<file path="src/rtl/alu_pkg.sv">
// Shared ALU definitions: data width and the 3-bit opcode encoding.
package alu_pkg;

  localparam int unsigned DATA_W = 8;

  typedef enum logic [2:0] {
    OP_AND = 3'b000,
    OP_ADD = 3'b001,
    OP_SLL = 3'b010,
    OP_SRL = 3'b011,
    OP_SUB = 3'b100,
    OP_SLT = 3'b101,
    OP_ABS = 3'b110,
    OP_SEQ = 3'b111
  } alu_op_e;

endpackage

</file>
<file path="src/rtl/alu.sv">
// Combinational 8-bit ALU; compare ops report their outcome on zero_o.
module alu
  import alu_pkg::*;
(
  input  logic [DATA_W-1:0] rs_i,
  input  logic [DATA_W-1:0] rt_i,
  input  logic [2:0]        opcode_i,
  output logic [DATA_W-1:0] alu_result_o,
  output logic              zero_o
);

  logic set_flag;

  always_comb begin
    alu_result_o = '0;
    set_flag     = 1'b0;
    case (opcode_i)
      OP_AND: alu_result_o = rs_i & rt_i;
      OP_ADD: alu_result_o = rs_i + rt_i;
      OP_SLL: alu_result_o = rs_i << rt_i;
      OP_SRL: alu_result_o = rs_i >> 1;
      OP_SUB: alu_result_o = rs_i - rt_i;
      OP_SLT: begin
        set_flag     = ($signed(rs_i) < $signed(rt_i));
        alu_result_o = {{(DATA_W-1){1'b0}}, set_flag};
      end
      OP_ABS: alu_result_o = rs_i[DATA_W-1] ? (~rs_i + 1'b1) : rs_i;
      OP_SEQ: begin
        set_flag     = (rs_i == rt_i);
        alu_result_o = {{(DATA_W-1){1'b0}}, set_flag};
      end
      default: alu_result_o = '0;
    endcase
  end

  // SLT/SEQ drive the flag with the comparison, everything else flags a zero result.
  assign zero_o = ((opcode_i == OP_SLT) || (opcode_i == OP_SEQ)) ? set_flag
                                                                   : (alu_result_o == '0);

endmodule

</file>
<file path="src/rtl/alu_arbiter.sv">
// Round-robin sharing of one ALU between two requesters, each with a
// one-entry registered response slot, plus an accepted-operation counter.
module alu_arbiter
  import alu_pkg::*;
#(
  parameter int unsigned COUNT_W = 16
) (
  input  logic               clk_i,
  input  logic               reset_i,
  input  logic               req0_valid_i,
  output logic               req0_ready_o,
  input  logic [DATA_W-1:0]  req0_rs_i,
  input  logic [DATA_W-1:0]  req0_rt_i,
  input  logic [2:0]         req0_opcode_i,
  input  logic               req1_valid_i,
  output logic               req1_ready_o,
  input  logic [DATA_W-1:0]  req1_rs_i,
  input  logic [DATA_W-1:0]  req1_rt_i,
  input  logic [2:0]         req1_opcode_i,
  output logic               resp0_valid_o,
  input  logic               resp0_ready_i,
  output logic [DATA_W-1:0]  resp0_result_o,
  output logic               resp0_zero_o,
  output logic               resp1_valid_o,
  input  logic               resp1_ready_i,
  output logic [DATA_W-1:0]  resp1_result_o,
  output logic               resp1_zero_o,
  output logic [COUNT_W-1:0] op_count_o
);

  logic [1:0]              req_valid;
  logic [1:0]              resp_ready;
  logic [1:0]              slot_elig;
  logic [1:0]              cand;
  logic [1:0]              grant;

  logic [DATA_W-1:0]       alu_rs;
  logic [DATA_W-1:0]       alu_rt;
  logic [2:0]              alu_op;
  logic [DATA_W-1:0]       alu_result;
  logic                    alu_zero;

  logic [1:0]              resp_valid_q, resp_valid_d;
  logic [1:0][DATA_W-1:0]  resp_result_q, resp_result_d;
  logic [1:0]              resp_zero_q, resp_zero_d;
  logic                    last_grant_q, last_grant_d;
  logic [COUNT_W-1:0]      op_count_q, op_count_d;

  assign req_valid  = {req1_valid_i, req0_valid_i};
  assign resp_ready = {resp1_ready_i, resp0_ready_i};

  always_comb begin
    slot_elig = ~resp_valid_q | resp_ready;
    cand      = req_valid & slot_elig & {2{~reset_i}};
    grant     = cand;
    // On contention the requester that did not win last time goes first.
    if (cand == 2'b11) begin
      grant = last_grant_q ? 2'b01 : 2'b10;
    end
  end

  assign req0_ready_o = grant[0];
  assign req1_ready_o = grant[1];

  always_comb begin
    alu_rs = '0;
    alu_rt = '0;
    alu_op = OP_AND;
    if (grant[0]) begin
      alu_rs = req0_rs_i;
      alu_rt = req0_rt_i;
      alu_op = req0_opcode_i;
    end else if (grant[1]) begin
      alu_rs = req1_rs_i;
      alu_rt = req1_rt_i;
      alu_op = req1_opcode_i;
    end
  end

  alu u_alu (
    .rs_i         (alu_rs),
    .rt_i         (alu_rt),
    .opcode_i     (alu_op),
    .alu_result_o (alu_result),
    .zero_o       (alu_zero)
  );

  always_comb begin
    resp_valid_d  = resp_valid_q;
    resp_result_d = resp_result_q;
    resp_zero_d   = resp_zero_q;
    last_grant_d  = last_grant_q;
    op_count_d    = op_count_q;
    for (int unsigned n = 0; n < 2; n++) begin
      // A same-cycle grant wins over the drain, so the slot reloads and stays valid.
      if (grant[n]) begin
        resp_valid_d[n]  = 1'b1;
        resp_result_d[n] = alu_result;
        resp_zero_d[n]   = alu_zero;
      end else if (resp_valid_q[n] && resp_ready[n]) begin
        resp_valid_d[n] = 1'b0;
      end
    end
    if (grant != 2'b00) begin
      last_grant_d = grant[1];
      op_count_d   = op_count_q + COUNT_W'(1);
    end
  end

  always_ff @(posedge clk_i) begin
    if (reset_i) begin
      resp_valid_q  <= '0;
      resp_result_q <= '0;
      resp_zero_q   <= '0;
      last_grant_q  <= 1'b1;
      op_count_q    <= '0;
    end else begin
      resp_valid_q  <= resp_valid_d;
      resp_result_q <= resp_result_d;
      resp_zero_q   <= resp_zero_d;
      last_grant_q  <= last_grant_d;
      op_count_q    <= op_count_d;
    end
  end

  assign resp0_valid_o  = resp_valid_q[0];
  assign resp1_valid_o  = resp_valid_q[1];
  assign resp0_result_o = resp_result_q[0];
  assign resp1_result_o = resp_result_q[1];
  assign resp0_zero_o   = resp_zero_q[0];
  assign resp1_zero_o   = resp_zero_q[1];
  assign op_count_o     = op_count_q;

endmodule

</file>
<file path="config.mk">
export PLATFORM = sky130hd
export DESIGN_NAME = alu_arbiter
export DESIGN_NICKNAME = d
export VERILOG_FILES = /design/src/rtl/alu_pkg.sv /design/src/rtl/alu.sv /design/src/rtl/alu_arbiter.sv
export SDC_FILE = /design/constraint.sdc
export NUM_CORES = 1
export LEC_CHECK = 0
export BUFFER_PORTS_ARGS = -buffer_cell sky130_fd_sc_hd__buf_2
export CAP_MARGIN = 30
export CORE_AREA = 10 10 97 99
export DETAILED_ROUTE_END_ITERATION = 7
export DIE_AREA = 0 0 107 109
export PLACE_DENSITY = 0.71
export SYNTH_ARGS = -nofsm -noshare
export SYNTH_HDL_FRONTEND = slang
export SYNTH_SLANG_ARGS = --single-unit
</file>
<file path="constraint.sdc">
create_clock -name clk_i -period 4.2 [get_ports clk_i]
set_input_delay 0.42 -clock clk_i [delete_from_list [all_inputs] [get_ports clk_i]]
set_output_delay 0.42 -clock clk_i [all_outputs]
set_load 0.02 [all_outputs]
</file>
* Word-level counts from Yosys, hierarchy flattened *
Index checks and enable logic that the tools add are counted.

storage, ports and cells
  flip-flop bits (word level) = 37
  input port bits = 44
  word-level logic and storage cells = 54

cells by class
  add/subtract/negate cells = 4
  magnitude comparators = 1
  equal/unequal tests = 9
  shift-type cells = 1
  multiplexer cells = 16
  bitwise logic cells = 7
  reduce and logical (&&, ||, !) cells = 8

operator list
  operator                                        number
  case mux 8 bit (8 select lines)                 1
  2-to-1 mux 8 bit                                5
  adder 16 x 1 -> 16 bit (second input constant)  1
  == test 3 bit (second input constant)           4
  adder 8 x 1 -> 8 bit (second input constant)    1
  adder 8 bit                                     1
  AND 8 bit                                       1
  == test 8 bit                                   1
  logical NOT 8 bit                               1
  less-than comparator 8 bit                      1
  inverter 8 bit                                  1
  left shift 8 x 8 -> 8 bit                       1
  subtractor 8 bit                                1
  == test 3 x 2 -> 1 bit (second input constant)  2
  2-to-1 mux 3 bit                                2
  nonzero test 2 bit                              3
  2-to-1 mux 1 bit                                5
  AND 2 bit                                       2
  2-to-1 mux 2 bit                                2
  == test 3 x 1 -> 1 bit (second input constant)  1
  logical NOT 3 bit                               1
  == test 2 bit (second input constant)           1
  logical AND 1 bit                               2
  inverter 2 bit                                  1
  4 further kinds                                 4

* Depth between registers and ports, before layout *
Gate-level depths: netlist (run 1).

  word-level depth = 14
  depth in mapped cells = 20
  gate-level depth less buffers = 17

* By module *
From an unflattened synthesis (run 1), not the netlist that was laid out.

unflattened totals
  cells, all modules = 404
  area, all modules = 3236.9 um^2

modules (own cells, without submodules)
  module       instances  cells an instance  area an instance (um^2)  sequential area each (um^2)
  alu_arbiter  1          187                1716.6                   740.7
  alu          1          217                1520.2                   0.0

* Worst setup path after synthesis (run 1) *
Ideal clock, no wire load.

  path type = register to register
  start point = register resp_valid_q[0]
  end point = register resp_zero_q[0]
  library setup time = 0.074 ns
  arrival time = 4.145 ns
  data required time = 4.126 ns
  slack = -0.020 ns
  cell stages (with the launch flop) = 21
  path buffers = 4
  period minus slack after synthesis = 4.220 ns
  path through = dfxtp_1 -> nor2b_1 -> o211a_1 -> buf_4 -> buf_4 -> clkbuf_1 -> nand2_1 -> nand2_1 -> nand2_1 -> ha_1 -> clkbuf_1 -> nor2_1 -> a221o_1 -> a221oi_1 -> or4b_2 -> a21oi_1 -> nor3_1 -> a21oi_1 -> a211o_1 -> or4_1 -> a31oi_1

on the way
  longest elaborated chain between the ends = 14
  elaborated cells on any way between the ends = 34
  classes of those cells = 3 x add/sub; 1 x order compare; 9 x eq/ne; 1 x shift; 11 x mux; 6 x bitwise; 3 x reduce/logical

RTL lines
  item                             line                source
  start, declared                  alu_arbiter.sv:43   logic [1:0] resp_valid_q, resp_valid_d;
  start signal, assigned           alu_arbiter.sv:118  resp_valid_q <= resp_valid_d;
  inverter 2 bit (*)               alu_arbiter.sv:53   slot_elig = ~resp_valid_q | resp_ready;
  OR 2 bit (*)                     alu_arbiter.sv:53
  AND 2 bit (*) (2 in series)      alu_arbiter.sv:54   cand = req_valid & slot_elig & {2{~reset_i}};
  == test 2 bit                    alu_arbiter.sv:57   if (cand == 2'b11) begin
  2-to-1 mux 2 bit (*)             alu_arbiter.sv:57
  2-to-1 mux 8 bit                 alu_arbiter.sv:73   end else if (grant[1]) begin
  2-to-1 mux 8 bit                 alu_arbiter.sv:69   if (grant[0]) begin
  inverter 8 bit                   alu.sv:27           OP_ABS: alu_result_o = rs_i[DATA_W-1] ? (~rs_i + 1'b1) : rs_i;
  adder 8 x 1 -> 8 bit             alu.sv:27
  2-to-1 mux 8 bit                 alu.sv:27
  case mux 8 bit (8 select lines)  alu.sv:17           case (opcode_i)
  logical NOT 8 bit                alu.sv:38           : (alu_result_o == '0);
  2-to-1 mux 1 bit                 alu.sv:37           assign zero_o = ((opcode_i == OP_SLT) || (opcode_i == OP_SEQ)) ? set_flag
  end signal, assigned             alu_arbiter.sv:120  resp_zero_q <= resp_zero_d;
  end, declared                    alu_arbiter.sv:45   logic [1:0] resp_zero_q, resp_zero_d;

Mark *: on every way between the ends. The rest lies on a longest branch, timed or not.
A chain may end at the register's enable or synchronous reset.

* Final worst setup path (run 1) *
  start point = register last_grant_q
  end point = register resp_zero_q[0]

on the way
  longest elaborated chain between the ends = 10
  elaborated cells on any way between the ends = 30
  classes of those cells = 3 x add/sub; 1 x order compare; 8 x eq/ne; 1 x shift; 12 x mux; 2 x bitwise; 3 x reduce/logical

RTL lines
  item                             line                source
  start, declared                  alu_arbiter.sv:46   logic last_grant_q, last_grant_d;
  start signal, assigned           alu_arbiter.sv:121  last_grant_q <= last_grant_d;
  2-to-1 mux 2 bit (*)             alu_arbiter.sv:58   grant = last_grant_q ? 2'b01 : 2'b10;
  2-to-1 mux 2 bit (*)             alu_arbiter.sv:57
  2-to-1 mux 8 bit                 alu_arbiter.sv:73
  2-to-1 mux 8 bit                 alu_arbiter.sv:69
  inverter 8 bit                   alu.sv:27
  adder 8 x 1 -> 8 bit             alu.sv:27
  2-to-1 mux 8 bit                 alu.sv:27
  case mux 8 bit (8 select lines)  alu.sv:17
  logical NOT 8 bit                alu.sv:38
  2-to-1 mux 1 bit                 alu.sv:37

Marked as above.

==> results of run 1 <==
==> layout by cell type (no fill, tap or decap), types with 3 or more instances in the layout <==
master	n
a32o_1	3
o211ai_1	7
dfxtp_1	37
a22oi_2	4
nand2b_1	6
buf_4	45
and3_1	7
clkbuf_8	5
a22oi_1	8
nor4_1	3
o22ai_1	6
a31oi_1	7
nand3_1	13
o21ai_0	21
or3_1	7
a211oi_1	7
a311oi_1	3
nor2b_1	10
nand2_1	57
xnor2_1	14
or2_2	3
xor2_1	10
inv_1	17
nor2_1	59
ha_1	17
buf_2	81
a21oi_1	44
nand4_1	6
nor3_1	15
==> where the power goes <==
group | leakage [nW] | total (mW) | internal (mW) | switching (mW)
Combinational | 1.56 | 0.524 | 0.214 | 0.311
Sequential | 0.302 | 0.385 | 0.372 | 0.0133
Clock | 0.0450 | 0.239 | 0.115 | 0.124
Total | 1.90 | 1.15 | 0.701 | 0.448
==> what timing repair did <==
action,in CTS,in global routing
buffers inserted,0,6
setup endpoints to repair,0,2
gates resized for setup,0,12
==> critical path, delay by kind of cell (launching register included) <==
| kind | cells | cell delay (ns) |
|---|---|---|
| fa+ha+maj | 1 | 0.20 |
| buf+inv | 2 | 0.22 |
| compound gates | 10 | 2.01 |
| simple gates | 5 | 1.21 |
| flops | 1 | 0.34 |
==> layer usage <==
| layer | GRT usage, % | up-vias |
|---|---|---|
| li1 | - | 1876 |
| met1 | 25.41 | 1810 |
| met2 | 32.35 | 197 |
| met3 | 4.425 | 26 |
| met4 | 7.157 | 0 |
| met5 | 0 | - |
==> worst min-delay path by stage <==
stage,startpoint,to,slack [ns],cells past startpoint
floorplan,last_grant_q,last_grant_q,0.46,1
global placement,resp0_result_o[3],resp0_result_o[3],0.44,2
detailed placement,resp0_result_o[6],resp0_result_o[6],0.45,2
CTS,resp0_result_o[6],resp0_result_o[6],0.46,2
global route,resp1_result_o[6],resp1_result_o[6],0.48,2
finish,resp0_result_o[6],resp0_result_o[6],0.45,2
==> cells by family after synthesis <==
logic type      Yosys count  share of synthesized area, %
fa+ha+maj                20                         7.713
buf+inv                  45                         5.860
flops                    37                         22.38
mux                       4                         1.663
simple gates            199                         28.51
xor+xnor                 24                         6.352
compound gates          134                         27.52
==> state kept, by name (all words and copies together) (netlist names) <==
signal,count
last_grant_q,1
op_count_o,16
resp0_result_o,8
resp1_result_o,8
resp_valid_q,2
resp_zero_q,2
==> cell type report <==
| class | instances | area, um2 | area share, % |
|---|---|---|---|
| multi-input cells | 381 | 2432 | 57.94 |
| repair buffers | 126 | 743.2 | 17.70 |
| flip-flops and latches | 37 | 740.7 | 17.65 |
| well taps | 102 | 127.6 | 3.040 |
| clock buffers | 6 | 72.57 | 1.729 |
| inverters | 19 | 71.32 | 1.699 |
| clock inverters | 2 | 10.01 | 0.2384 |
==> metrics by stage <==
| stage | hold slack [ns] | TNS [ns] | area, um2 | worst slack [ns] | utilization (%) |
|---|---|---|---|---|---|
| 5_1_grt | 0.4790 | -0.01902 | 4198 | -0.009957 | 55.77 |
| 2_1_floorplan | 0.4583 | 0 | 3311 | 0.01114 | - |
| 4_1_cts | 0.4584 | 0 | 4095 | 0.04660 | 54.40 |
| 6_report | 0.4545 | 0 | 4198 | 0.1397 | 55.77 |
| 3_3_place_gp | 0.4446 | 0 | 4013 | 0.03933 | 53.31 |
| 3_5_place_dp | 0.4482 | -0.1374 | 4013 | -0.07066 | 53.31 |
==> Yosys cell counts (3+ instances only) <==
cell type	count	area share, %
a21oi_1	45	6.8
nand3_1	13	2.0
nand2b_1	7	1.3
nor4_1	3	0.57
a31oi_1	7	1.3
o21ai_0	22	3.3
a211oi_1	7	1.6
nor2b_1	10	1.9
o21bai_1	3	0.68
dfxtp_1	37	22
a22oi_2	3	1.1
and3_1	7	1.3
o211ai_1	7	1.6
inv_1	17	1.9
or2_2	3	0.57
a311oi_1	3	0.79
ha_1	18	6.8
xnor2_1	14	3.7
clkbuf_1	15	1.7
o22ai_1	6	1.1
nand4_1	6	1.1
or3_1	7	1.3
nand2_1	57	6.5
nor3_1	15	2.3
o211a_1	3	0.91
a22oi_1	9	2.0
buf_1	5	0.57
xor2_1	10	2.6
a32o_1	3	0.91
nor2_1	59	6.7
==> metrics.md, run 1 <==
| Metric | Value |
|---|---|
| Pleak | `approximately 1.9 nW` |
| Chip width | `approximately 110 um` |
| Initial antenna violation count | `0` |
| Dominant synthesized flop cell | `dfxtp_1` |
| # fillers | `between 700 and 800` |
| DRT iter0 DRCs | `roughly 330` |
| Worst setup endpoint | `resp_zero_q[0]` |
| Worst path slowest cell | `or4_4` |
| Final-stage net count | `around 630` |
| Max_cap viols | `0` |
| Clock buffer depth | `2` |
| Placed insts | `between 600 and 700` |
| Area of the core | `approximately 7500 um2` |
| Worst Setup SP | `last_grant_q` |
| Slew Limit Headroom | `a little over half` |
| Synth Net Count | `around 530` |
| Top Layer Used | `met4` |
| Crit-path max FO | `10` |
| Sequential share of the synthesized area | `roughly 22%` |
| Final worst path period share | `just under 100%` |
| WL final | `~12000 um` |
| Tmin final | `around 4.1 ns` |
| Synth Warn # | `0` |
| Avg Inst Size Synth | `7.148 um2` |
| Met2 wire len | `~5600 um` |
| CP Capture Type | `flip-flop` |
| DR DRC count | `0` |
| Non-Filler Instances | `roughly 670` |
| Metal3 WL | `approximately 1100 um` |
| Worst R2R Setup Slack | `about 0.14 ns` |
| Max Clock Skew | `around 0.0038 ns` |
| Metal-1 WL | `approximately 5000 um` |
| Asr flop ratio synth | `0%` |
| CP Class | `reg -> reg` |
| Cells on worst reg2reg path | `18` |
| Overall Global Routing Usage | `about a fifth` |
| Worst setup SP type | `flip-flop` |
| Initial cell density of the core | `between 40% and 50%` |
| Clock root buffer | `clkbuf_8` |
| Maximum clock rate | `about 0.25 GHz` |
| R2R Path Start | `last_grant_q` |
| N_diodes | `0` |
| Crit-path max cell delay | `approximately 0.54 ns` |
| First-pass GRT wire length | `approximately 19000 um` |
| Max VDD drop | `roughly 0.00012 V` |
| Status | `finished, final reports clean` |
| Clock Latency Late Sink | `~0.29 ns` |
| IO buf count | `81` |
| Routed len/inst | `18.00 um` |
| Endpoints failing hold | `0` |
| DIE AREA | `~12000 um2` |
| Post-DP HPWL | `a little under 10000 um` |
| Class of the worst hold path | `reg -> reg` |
| Initial DRT Pass Iterations | `5` |
| TritonCTS Buffers | `5` |
| Crit-path cells | `nand2b_4 > o211a_4 > buf_4 > a22oi_2 > or2_1 > inv_2 > ha_1 > a21oi_2 > o21bai_2 > a221o_1 > a221oi_2 > or4b_2 > a21oi_1 > nor3_1 > a21oi_1 > a211o_1 > or4_4 > a31oi_1` |
| H-Tree Depth | `2` |
| Die height | `~110 um` |
| Synth Register Bits | `37` |
| Critical path data arrival time | `4.28 ns` |
| Synth Instances | `463` |
| Vias/cell | `5.808` |
| Final setup vio count | `0` |
| Largest net degree at the start of global routing | `47` |
| Final slew viol count | `0` |
| Most common cell on crit path | `a21oi_1` |
| Final Power | `around 1.1 mW` |
| Vias in the first global route | `around 3.7k` |
| Worst-Margin Slew | `0.6950 ns` |
| Grt ovf | `0` |
| Ports | `82` |
| Synthesized area | `between 3000 and 4000 um2` |
| Post-synth EDFFs | `0` |
| Worst EP required | `about 4.4 ns` |
| Clk pin slew, worst setup/hold paths | `0.07 ns` |
| Placer Congestion | `between 0.9 and 1` |
| PD cells | `273.6 nW/um2` |
| Routed Antenna Nets | `0` |
| CTS sink cnt | `37` |
| FF-to-FF End | `resp_zero_q[0]` |
| CTS tree | `built` |
| FP Rows | `32` |
| DR vias | `slightly below 4k` |
| Share of layout cells above drive strength 1 | `~29%` |
| Unique cell type count in the Yosys netlist | `62` |
| Area growth from synthesis to layout | `26.84%` |
| Hold_buf cts | `0` |
No activity file was read; power rests on OpenSTA's default activity.
==> run 2, diff against run 1 <==
- PLACE_DENSITY: 0.71 -> 0.68
- clock period: 4.2 -> 5 ns (I/O delays scaled with it)
==> run 2 against run 1 <==
Net effect:
- clock skew up 0.0028 ns
- register-to-register slack better by 0.45 ns
- clock-buffer cell count unchanged
- combinational power down 23%
- clock power down 18%
- sequential share of layout area up 1.1 points
- sequential power down 16%
- global-route usage down 0.44 points
- maximum frequency down 8.0%
- non-clock buffer count down 26
- utilization down 3.4 points
- largest cell class unchanged
==> metrics.md, run 2 (synthesized netlist as in run 1, its figures left out) <==
| Metric | Value |
|---|---|
| Status | `finished, final reports clean` |
| H-Tree Depth | `2` |
| Clk pin slew, worst setup/hold paths | `0.07 ns` |
| Setup_tns | `0 ns` |
| Maximum clock rate | `0.2267 GHz` |
| Vias in the first global route | `3540` |
| Critical path data arrival time | `4.62 ns` |
| R2R Path Start | `resp_valid_q[1]` |
| PD cells | `between 200 and 250 nW/um2` |
| Post_cts resized | `0` |
| Clock Latency Late Sink | `just under 0.3 ns` |
| Routed Antenna Nets | `0` |
| Vias/cell | `roughly 5.8` |
| DR DRC count | `0` |
| Max_cap viols | `0` |
| N_diodes | `0` |
| Largest net degree at the start of global routing | `61` |
| Max VDD drop | `~0.00011 V` |
| Hold slack | `roughly 0.46 ns` |
| Area of the core | `7527 um2` |
| Cells on worst reg2reg path | `17` |
| Worst Setup SP | `resp_valid_q[1]` |
| DIE AREA | `roughly 12000 um2` |
| Pleak | `between 1.5 and 2 nW` |
| Worst-Margin Slew | `0.6261 ns` |
| CP Capture Type | `flip-flop` |
| Initial DRT Pass Iterations | `5` |
| Placer Congestion | `0.9467` |
| Worst setup endpoint | `resp_zero_q[1]` |
| Fin util | `between 50 and 60%` |
| CTS sink cnt | `37` |
| DR vias | `~3.8k` |
| Most frequent cells in the layout | `buf_2, nor2_1, nand2_1` |
| Class of the worst hold path | `reg -> reg` |
| Placed insts | `639` |
| Chip width | `107 um` |
| Initial cell density of the core | `between 40% and 50%` |
| DP Area | `slightly below 4000 um2` |
| Final worst path period share | `between 80% and 90%` |
| Ports | `between 80 and 90` |
| Non-Filler Instances | `roughly 650` |
| Endpoints failing hold | `0` |
| DRT iter0 DRCs | `roughly 290` |
| Crit-path max FO | `20` |
| Area growth from synthesis to layout | `19.21%` |
| Final setup vio count | `0` |
| Routed len/inst | `18.20 um` |
| CP Class | `reg -> reg` |
| Tmin final | `approximately 4.4 ns` |
| Post-DP HPWL | `9460 um` |
| Initial antenna violation count | `0` |
| Final-stage net count | `roughly 610` |
| Hold_buf cts | `0` |
| Final Power | `924.0 uW` |
| Overall Global Routing Usage | `roughly a fifth` |
| Worst EP required | `between 5 and 6 ns` |
| Worst setup SP type | `flip-flop` |
| Final setup margin | `slightly below 0.6 ns` |
| WL final | `around 12000 um` |
| Clock root buffer | `clkbuf_8` |
| Worst R2R Setup Slack | `a little under 0.6 ns` |
| IO buf count | `a little over 80` |
| FP Rows | `32` |
| Final Instance Area | `just under 4000 um2` |
| Dpl ws | `0.4222 ns` |
| Max Clock Skew | `~0.0066 ns` |
| FF-to-FF End | `resp_zero_q[1]` |
| Grt ovf | `0` |
| Postcts setup bufs | `0` |
| Final slew viol count | `0` |
| Commonest non-fill, non-tap cell in the layout | `buf_2` |
| TritonCTS Buffers | `5` |
| # fillers | `slightly below 800` |
| First-pass GRT wire length | `18630 um` |
| CTS tree | `built` |
| Die height | `approximately 110 um` |
| Slew Limit Headroom | `about three fifths` |
| RSZ-0062 raised after global routing | `false` |
| Max FFs per register | `16` |
| Share of layout cells above drive strength 1 | `a little under a quarter` |
| Clock buffer depth | `2` |
[run 2: report_power, final]
| group | leakage [nW] | switching, mW | internal, mW | total (mW) |
|---|---|---|---|---|
| Combinational | 1.43 | 0.251 | 0.152 | 0.403 |
| Sequential | 0.302 | 0.0112 | 0.313 | 0.324 |
| Clock | 0.0450 | 0.101 | 0.0965 | 0.197 |
[run 2: layout make-up]
class                   count  area (um2)  area share, %
clock buffers               6       72.57          1.840
inverters                  19       71.32          1.808
well taps                 102       127.6          3.235
clock inverters             2       10.01         0.2537
flip-flops and latches     37       740.7          18.78
repair buffers            100       548.0          13.89
multi-input cells         381        2375          60.20
[run 2: worst min path at each step]
stage	start	end	depth (start not counted)
after floorplan	last_grant_q	last_grant_q	1
after global routing	resp0_result_o[5]	resp0_result_o[5]	2
after CTS	resp0_result_o[5]	resp0_result_o[5]	2
after detailed placement	resp0_result_o[5]	resp0_result_o[5]	2
after global placement	resp0_result_o[5]	resp0_result_o[5]	2
final	resp0_result_o[5]	resp0_result_o[5]	2
[run 2: routing by layer]
layer,global-route usage [%],routed length [um],share of wire [%]
met5,0,0,0
met4,4.739,162,1.4
met3,5.959,1341,11
met2,30.16,5178,44
met1,25.86,5092,43
[run 2: critical path, stage by stage (launching register included)]
cell	delay (ns)
dfxtp_1	0.34
nor2b_1	0.21
o211a_1	0.52
buf_4	0.33
nand2_1	0.09
nand2_1	0.06
nand2_1	0.07
ha_1	0.41
inv_1	0.12
a221o_1	0.37
a221oi_1	0.32
or4b_2	0.18
a21oi_1	0.06
nor3_1	0.14
a21oi_1	0.09
a211o_1	0.29
or4_1	0.54
a31oi_1	0.18
